==> config.mk <==
export PLATFORM = sky130hd
export DESIGN_NAME = alu_wb_stage
export DESIGN_NICKNAME = d
export VERILOG_FILES = /design/src/rtl/alu_wb_pkg.sv /design/src/rtl/wb_exc_rewrite.sv /design/src/rtl/alu_wb_stage.sv
export SDC_FILE = /design/constraint.sdc
export NUM_CORES = 1
export LEC_CHECK = 0
export BUFFER_PORTS_ARGS = -buffer_cell sky130_fd_sc_hd__buf_2
export CELL_PAD_IN_SITES_DETAIL_PLACEMENT = 0
export CELL_PAD_IN_SITES_GLOBAL_PLACEMENT = 2
export CORE_AREA = 2 2 109 132
export DETAILED_ROUTE_END_ITERATION = 7
export DIE_AREA = 0 0 111 134
export GPL_ROUTABILITY_DRIVEN = 0
export GPL_TIMING_DRIVEN = 0
export MAX_ROUTING_LAYER = met4
export PLACE_DENSITY_LB_ADDON = 0.1
export SLEW_MARGIN = 25
export SYNTH_ARGS = -nofsm -noshare
export SYNTH_HDL_FRONTEND = slang
export SYNTH_SLANG_ARGS = --single-unit
==> constraint.sdc <==
create_clock -name clock -period 2.1 [get_ports clock]
set_clock_uncertainty 0.1 [all_clocks]
set_input_delay 0.21 -clock clock [delete_from_list [all_inputs] [get_ports clock]]
set_output_delay 0.21 -clock clock [all_outputs]
set_load 0.01 [all_outputs]
==> src/rtl/alu_wb_pkg.sv <==
// alu_wb_pkg: shared encodings and types for the
// ALU writeback skid-buffer stage.
package alu_wb_pkg;

  localparam logic [1:0] KIND_OTHER = 2'b00;
  localparam logic [1:0] KIND_ADD   = 2'b01;
  localparam logic [1:0] KIND_ADDI  = 2'b10;
  localparam logic [1:0] KIND_SUB   = 2'b11;

  localparam logic [4:0] RSTATUS_REG = 5'd30;

  localparam logic [31:0] ST_ADD  = 32'd1;
  localparam logic [31:0] ST_ADDI = 32'd2;
  localparam logic [31:0] ST_SUB  = 32'd3;

  localparam int DEPTH = 2;

  localparam logic [7:0] EXC_MAX = 8'hFF;

  typedef enum logic [1:0] {
    EMPTY,
    ONE,
    FULL
  } occ_e;

  typedef struct packed {
    logic [4:0]  rd;
    logic [31:0] data;
    logic        wren;
    logic        ne;
    logic        lt;
  } wb_entry_t;

endpackage

==> src/rtl/wb_exc_rewrite.sv <==
// wb_exc_rewrite: turns an overflowing arithmetic
// result into a status write to RSTATUS_REG.
module wb_exc_rewrite
  import alu_wb_pkg::*;
(
  input  logic [1:0]  kind_i,
  input  logic        overflow_i,
  input  logic [4:0]  rd_i,
  input  logic [31:0] result_i,
  output logic [4:0]  rd_o,
  output logic [31:0] data_o,
  output logic        wren_o,
  output logic        exc_o
);

  always_comb begin
    rd_o   = rd_i;
    data_o = result_i;
    wren_o = (rd_i != 5'd0);
    exc_o  = 1'b0;
    if (overflow_i && (kind_i != KIND_OTHER)) begin
      exc_o  = 1'b1;
      rd_o   = RSTATUS_REG;
      wren_o = 1'b1;
      unique case (1'b1)
        (kind_i == KIND_ADD):  data_o = ST_ADD;
        (kind_i == KIND_ADDI): data_o = ST_ADDI;
        default:               data_o = ST_SUB;
      endcase
    end
  end

endmodule

==> src/rtl/alu_wb_stage.sv <==
// alu_wb_stage: two-entry skid buffer between the ALU
// and register-file writeback, with overflow rewrite.
module alu_wb_stage
  import alu_wb_pkg::*;
(
  input  logic        clock,
  input  logic        reset,
  input  logic        flush,
  input  logic        in_valid,
  output logic        in_ready,
  input  logic [31:0] in_result,
  input  logic        in_overflow,
  input  logic        in_isNotEqual,
  input  logic        in_isLessThan,
  input  logic [4:0]  in_rd,
  input  logic [1:0]  in_kind,
  output logic        out_valid,
  input  logic        out_ready,
  output logic        out_wren,
  output logic [4:0]  out_rd,
  output logic [31:0] out_data,
  output logic        out_isNotEqual,
  output logic        out_isLessThan,
  output logic [7:0]  exc_count
);

  occ_e       state_q, state_d;
  wb_entry_t  slots_q [DEPTH];
  wb_entry_t  slots_d [DEPTH];
  logic [7:0] cnt_q, cnt_d;

  wb_entry_t  new_e;
  logic       new_exc;
  logic       push, pop;

  wb_exc_rewrite u_rewrite (
    .kind_i     (in_kind),
    .overflow_i (in_overflow),
    .rd_i       (in_rd),
    .result_i   (in_result),
    .rd_o       (new_e.rd),
    .data_o     (new_e.data),
    .wren_o     (new_e.wren),
    .exc_o      (new_exc)
  );

  assign new_e.ne = in_isNotEqual;
  assign new_e.lt = in_isLessThan;

  assign in_ready  = (state_q != FULL);
  assign out_valid = (state_q != EMPTY);
  assign push      = in_valid && in_ready;
  assign pop       = out_valid && out_ready;

  // slot 0 is always the oldest entry
  assign out_rd         = slots_q[0].rd;
  assign out_data       = slots_q[0].data;
  assign out_wren       = slots_q[0].wren;
  assign out_isNotEqual = slots_q[0].ne;
  assign out_isLessThan = slots_q[0].lt;
  assign exc_count      = cnt_q;

  always_comb begin
    state_d    = state_q;
    slots_d[0] = slots_q[0];
    slots_d[1] = slots_q[1];
    cnt_d      = cnt_q;
    if (flush) begin
      state_d = EMPTY;
    end else begin
      unique case (state_q)
        EMPTY: begin
          if (push) begin
            slots_d[0] = new_e;
            state_d    = ONE;
          end
        end
        ONE: begin
          if (push && pop) begin
            slots_d[0] = new_e;
          end else if (push) begin
            slots_d[1] = new_e;
            state_d    = FULL;
          end else if (pop) begin
            state_d = EMPTY;
          end
        end
        FULL: begin
          if (pop) begin
            slots_d[0] = slots_q[1];
            state_d    = ONE;
          end
        end
        default: state_d = EMPTY;
      endcase
      if (push && new_exc && (cnt_q != EXC_MAX))
        cnt_d = cnt_q + 8'd1;
    end
  end

  always_ff @(posedge clock or negedge reset) begin
    if (!reset) begin
      state_q <= EMPTY;
      cnt_q   <= '0;
      for (int i = 0; i < DEPTH; i++)
        slots_q[i] <= '0;
    end else begin
      state_q <= state_d;
      cnt_q   <= cnt_d;
      for (int i = 0; i < DEPTH; i++)
        slots_q[i] <= slots_d[i];
    end
  end

endmodule

Word level (Yosys, flattened, before mapping)
Index checks and enable logic that the tools add are counted.
{ "word_totals": {"reg_bits": 90, "latch_bits": 0, "ram_bits": 0, "rom_bits": 0, "inputBits": 47, "output_inout_bits": 50, "elab_cells": 59, "memories": 0} }
{ "classes": {"addsub": 1, "mul": 0, "div": 0, "n_lt_le_gt_ge": 0, "n_eq_ne": 13, "shifts": 0, "n_mux": 16, "n_bitwise": 2, "n_reduce_logical": 15} }
{ "ops": {"columns": ["op", "n"], "rows": [
  ["$mux W40", 3],
  ["$pmux W40 S3", 1],
  ["$mux W32", 1],
  ["$mux W2", 6],
  ["$ne A3 B3 Y1 const B", 3],
  ["$add A8 B1 Y8 const B", 1],
  ["$ne A2 B2 Y1 const B", 4],
  ["$ne A8 B8 Y1 const B", 1],
  ["$reduce_and A4 Y1", 2],
  ["$logic_and A1 B1 Y1", 6],
  ["$pmux W2 S3", 1],
  ["$mux W5", 1],
  ["$reduce_and A5 Y1", 1],
  ["$reduce_bool A5 Y1", 1],
  ["$eq A2 B1 Y1 const B", 2],
  ["$eq A2 B2 Y1 const B", 2],
  ["$ne A4 B4 Y1 const B", 1],
  ["$pmux W2 S2", 1],
  ["$reduce_bool A2 Y1", 2],
  ["$reduce_bool A3 Y1", 1],
  ["$logic_not A2 Y1", 1],
  ["$mux W1", 2],
  ["$not A1 Y1", 2],
  ["$reduce_and A2 Y1", 1]
]} }

Logic depth before layout (Yosys ltp)
{ "logic_depth": {"word_depth": 7, "ltp_mapped": 6, "ltp_nobuf": 5} }

Cells and area by module
A second synthesis with hierarchy kept.
{ "hier_totals": {"cells_unflattened": 434, "hier_area_um2": 4805.9} }
{ "modules_own_cells": {"columns": ["module", "n_inst", "cells_each", "area_per_inst_um2", "seq_area_each_um2"], "rows": [
  ["alu_wb_stage", 1, 388, 4491.8, 2252.2],
  ["wb_exc_rewrite", 1, 46, 314.1, 0.0]
]} }

Worst setup path before layout
Ideal clock, no wire load.
{ "synth_timing": {"path_kind": "register -> register", "start": "reg state_q[1]", "end": "reg slots_q, in the netlist out_data[0]", "setup_ns": 0.125, "t_arrival_ns": 1.347, "required_time_ns": 1.875, "path_slack_ns": 0.528, "path_stages_with_launch": 6, "n_path_buf": 1, "period_less_slack_ns": 1.572, "cell_sequence": "dfrtp_1 > mux2i_1 > nor2_2 > o21bai_4 > buf_6 > mux2_4"} }
{ "synth_via": {"elab_chain_cells": 5, "elab_cells_between_ends": 14} }
{ "synth_rtl": {"columns": ["element", "line_no", "rtl"], "rows": [
  ["start, declared", "alu_wb_stage.sv:27", "occ_e state_q, state_d;"],
  ["start signal, assigned", "alu_wb_stage.sv:108", "state_q <= state_d;"],
  ["$ne A2 B2 Y1 or $reduce_bool A2 Y1 (tied branches)", "alu_wb_stage.sv:50, alu_wb_stage.sv:51", null],
  ["$logic_and A1 B1 Y1, on equally long branches", "alu_wb_stage.sv:52, alu_wb_stage.sv:53", null],
  ["$logic_and A1 B1 Y1", "alu_wb_stage.sv:79", "if (push && pop) begin"],
  ["$ne A2 B2 Y1 (no line)", null, null],
  ["$reduce_and A5 Y1 (no line)", null, null],
  ["end signal, assigned by index", "alu_wb_stage.sv:111", "slots_q[i] <= slots_d[i];"],
  ["end, declared", "alu_wb_stage.sv:28", "wb_entry_t slots_q [DEPTH];"]
]} }
Parallel ways exist; a longest one is shown, timed or not.
A chain may end at the register's enable or synchronous reset.

Worst setup path in the final report
{ "layout_timing": {"start": "in flush", "end": "reg slots_q[24] (netlist name)"} }
{ "layout_via": {"elab_chain_cells": 2} }
{ "layout_rtl": {"columns": ["element", "line_no", "rtl"], "rows": [
  ["start, declared", "alu_wb_stage.sv:8", "input logic flush,"],
  ["$not A1 Y1 (no line)", null, null],
  ["$reduce_and A4 Y1 (no line)", null, null]
]} }
No other way between the ends.

==> results.md <==
- Slew at the pin closest to its max-slew limit: 522 ps
- WL final: around 11,000 um
- CTS tree: yes
- Post-layout util: roughly two fifths
- R2R Setup Slk: between 200 and 300 ps
- Leakage: between 2 and 3 nW
- Top FF cell, synth: dfrtp_1
- Total track usage: 16.1%
- CP most frequent cell: buf_2
- Die height: 134 um
- CP Data Arrival Time: ~2000 ps
- Synth top area share: approximately half
- Cell row count: 47
- Top Family by Delay on Critical Path: buffers and inverters
- Final count of negative-setup-slack endpoints: 0
- Max VDD drop: 0.000398 V
- Via Count: about 3.4k
- Post-route DRC: 0
- Critical path fanouts, max: 10
- CP Cell Sequence: dlygate4sd3_1, buf_2, nor2_1, nand3_1, buf_2, buf_2, nand2_1, o21ai_0
- Fmax: roughly 540 MHz
- Core area: 13,600 um2
- Root buf cell: clkbuf_16
- Ys Warns: 0
- First-pass GRT wire length: between 15,000 and 20,000 um
- Post-Syn Instances: between 400 and 500
- Crit path launch type: input pin
- Fill count: roughly 1.4k
- Worst slack, placed: 203 ps
- Hold WC Path Type: in2reg
- Starting utilization of the core area: between 30 and 40%
- Seq/Total Area, Yosys: between 40% and 50%
- Initial antenna violation count: 0
- Crit path buf inv count: 4
- PortBufs: 96
- Total die area: approximately 15,000 um2
- Setup ws final: ~240 ps
- Max-cap check violation count: 0
- Total Nets Final: 600
- Max incr delay on CP: roughly 520 ps
- Crit path capture type: flop
- CTS Buf Count: 9
- Area contributors post-synth: dfrtp_1 (50%), mux2_4 (13%), nand2_1 (10%), o21ai_0 (8.0%), buf_4 (6.1%)
- CTS sink cnt: 90
- Synthesized flop and latch total: 90
- Post-synth EDFFs: 0
- Status: complete, no violations
- H-tree depth: 3
- Layout cells sized above 1: between 30% and 40%
- I/O pin count: 97
- Initial DRC count: 136
- Setup TNS: 0 ps
- Post-synth top cells: nand2_1 (120), dfrtp_1 (90), o21ai_0 (72)
- Overflow left after global routing: 0
- Distinct cell type count after synthesis: 35
- Routed len/inst: approximately 15 um
- Hold Vio Cnt, Final: 0
- Total power: about 5.4 mW
- Via density: between 4 and 5
- Largest net degree at the start of global routing: 51
- Most numerous cell in the Yosys netlist: nand2_1
- Slew Viols, Final: 0
- Async SR Flop Fraction: 100%
- Mapped Avg Cell Area: between 10 and 15 um2
- Clk Latency, worst-skew pair: ~340 ps
- PD cells: around 960 nW/um2
- Drt pass-1 iters: 4
- Tmin final: between 1500 and 2000 ps
- P&R area growth vs syn: 24.0%
- Mapped Area: ~4500 um2
- Post-Syn Nets: 490
- Rel. slew slack: between 60% and 70%
- Bufs on Longest Clock Path: 2
- Setup CP Type: in2reg
- Synth area leader: dfrtp_1
- Antenna fix cells: 0
- Dpl hpwl: approximately 7700 um
- Period utilization: 88.6%
- CP max stage cell: dlygate4sd3_1
- Number of global-route vias before repair: 3,492
- RSZ-0062 raised after global routing: false
- Antenna-violating nets left: 0
- Req. time, crit path: 2200 ps
- CTS clk-pin slew, worst paths: roughly 70 ps
- Die Width: 111 um
-- metal layers --
layer | vias up | track usage (%) | routed length, um
met4 | 0 | 4.58 | 136
met2 | 78 | 26.8 | 5370
met5 | - | - | 0
li1 | 1653 | - | -
met3 | 9 | 3.39 | 458
met1 | 1618 | 20.1 | 5020
-- where the power goes --
group / internal (mW) / switching [mW]
clock: 1.16 / 0.685
sequential: 2.10 / 0.236
combinational: 0.687 / 0.508
total: 3.95 / 1.43
-- worst reg2reg max path, stage by stage, from the launching register on --
cell      delay [ps]
dfrtp_1          420
and2b_4          330
clkbuf_1         400
o21ai_0          200
mux2_4           290
-- logic make-up after synthesis --
kind of cell | after synthesis | synth area share, %
AOI/OAI and AO/OA | 83 | 9.67
xor gates and xnor gates | 5 | 0.969
adders and majority gates | 1 | 0.277
buffers and inverters | 62 | 9.78
DFF | 90 | 49.9
muxes | 46 | 14.7
and+or+nand+nor | 155 | 14.7
-- cell usage in the layout, fill, tap and decap left out, types with 2 or more instances in the layout --
master	synthesis	layout
mux2_2	4	4
o21ai_0	72	72
buf_6	8	9
a21boi_0	2	2
nor2_1	15	15
xor2_1	5	5
o21ai_1	5	5
buf_2	4	99
nand3_1	4	4
nand2_1	120	120
dfrtp_1	90	90
mux2i_1	2	2
dlygate4sd3_1	0	2
buf_4	37	37
clkbuf_16	0	9
a21oi_1	2	2
bufinv_16	0	3
clkbuf_1	11	13
nor3_2	2	2
mux2_4	40	40
nor2b_1	2	2
-- flip-flops by register name, summed over array words and instances (netlist names) --
signal and cells:
out_wren 1, slots_q 40, out_isNotEqual 1, out_rd 5, out_data 32, exc_count 8
state_q 2, out_isLessThan 1
-- stage by stage --
stage          instance area, um2  hold WS, ps  std cells
6_report                     5600         29.3        728
4_1_cts                      5600         18.9        728
5_1_grt                      5600         22.1        728
2_1_floorplan                4520         -186        442
3_3_place_gp                 5210          319        709
3_5_place_dp                 5250         60.7        710
-- area by class of cell --
cell class	count	area [um2]	area share, %
plain buffers	60	429	7.66
clock buffers	11	233	4.16
well taps	171	214	3.82
inverters	2	12.5	0.223
clock inverters	5	103	1.83
multi-input cells	290	1820	32.6
repair buffers	99	534	9.54
flip-flops and latches	90	2250	40.2
-- worst paths after layout --
kind | end | start | cells after the start
max | slots_q[24] | flush | 8
min | slots_q[13] | in_result[10] | 3
max reg2reg | out_data[19] | state_q[0] | 4
min reg2reg | slots_q[28] | slots_q[28] | 2
max in group asynchronous | out_data[11] | reset | 3
min in group asynchronous | out_data[10] | reset | 2
-- what timing repair did --
action                                 CTS  global route
buffers inserted                         0             0
hold buffers                             2             0
gates resized for setup                  0             0
endpoints found under the hold margin   41             0
No activity file was read; power rests on OpenSTA's default activity.
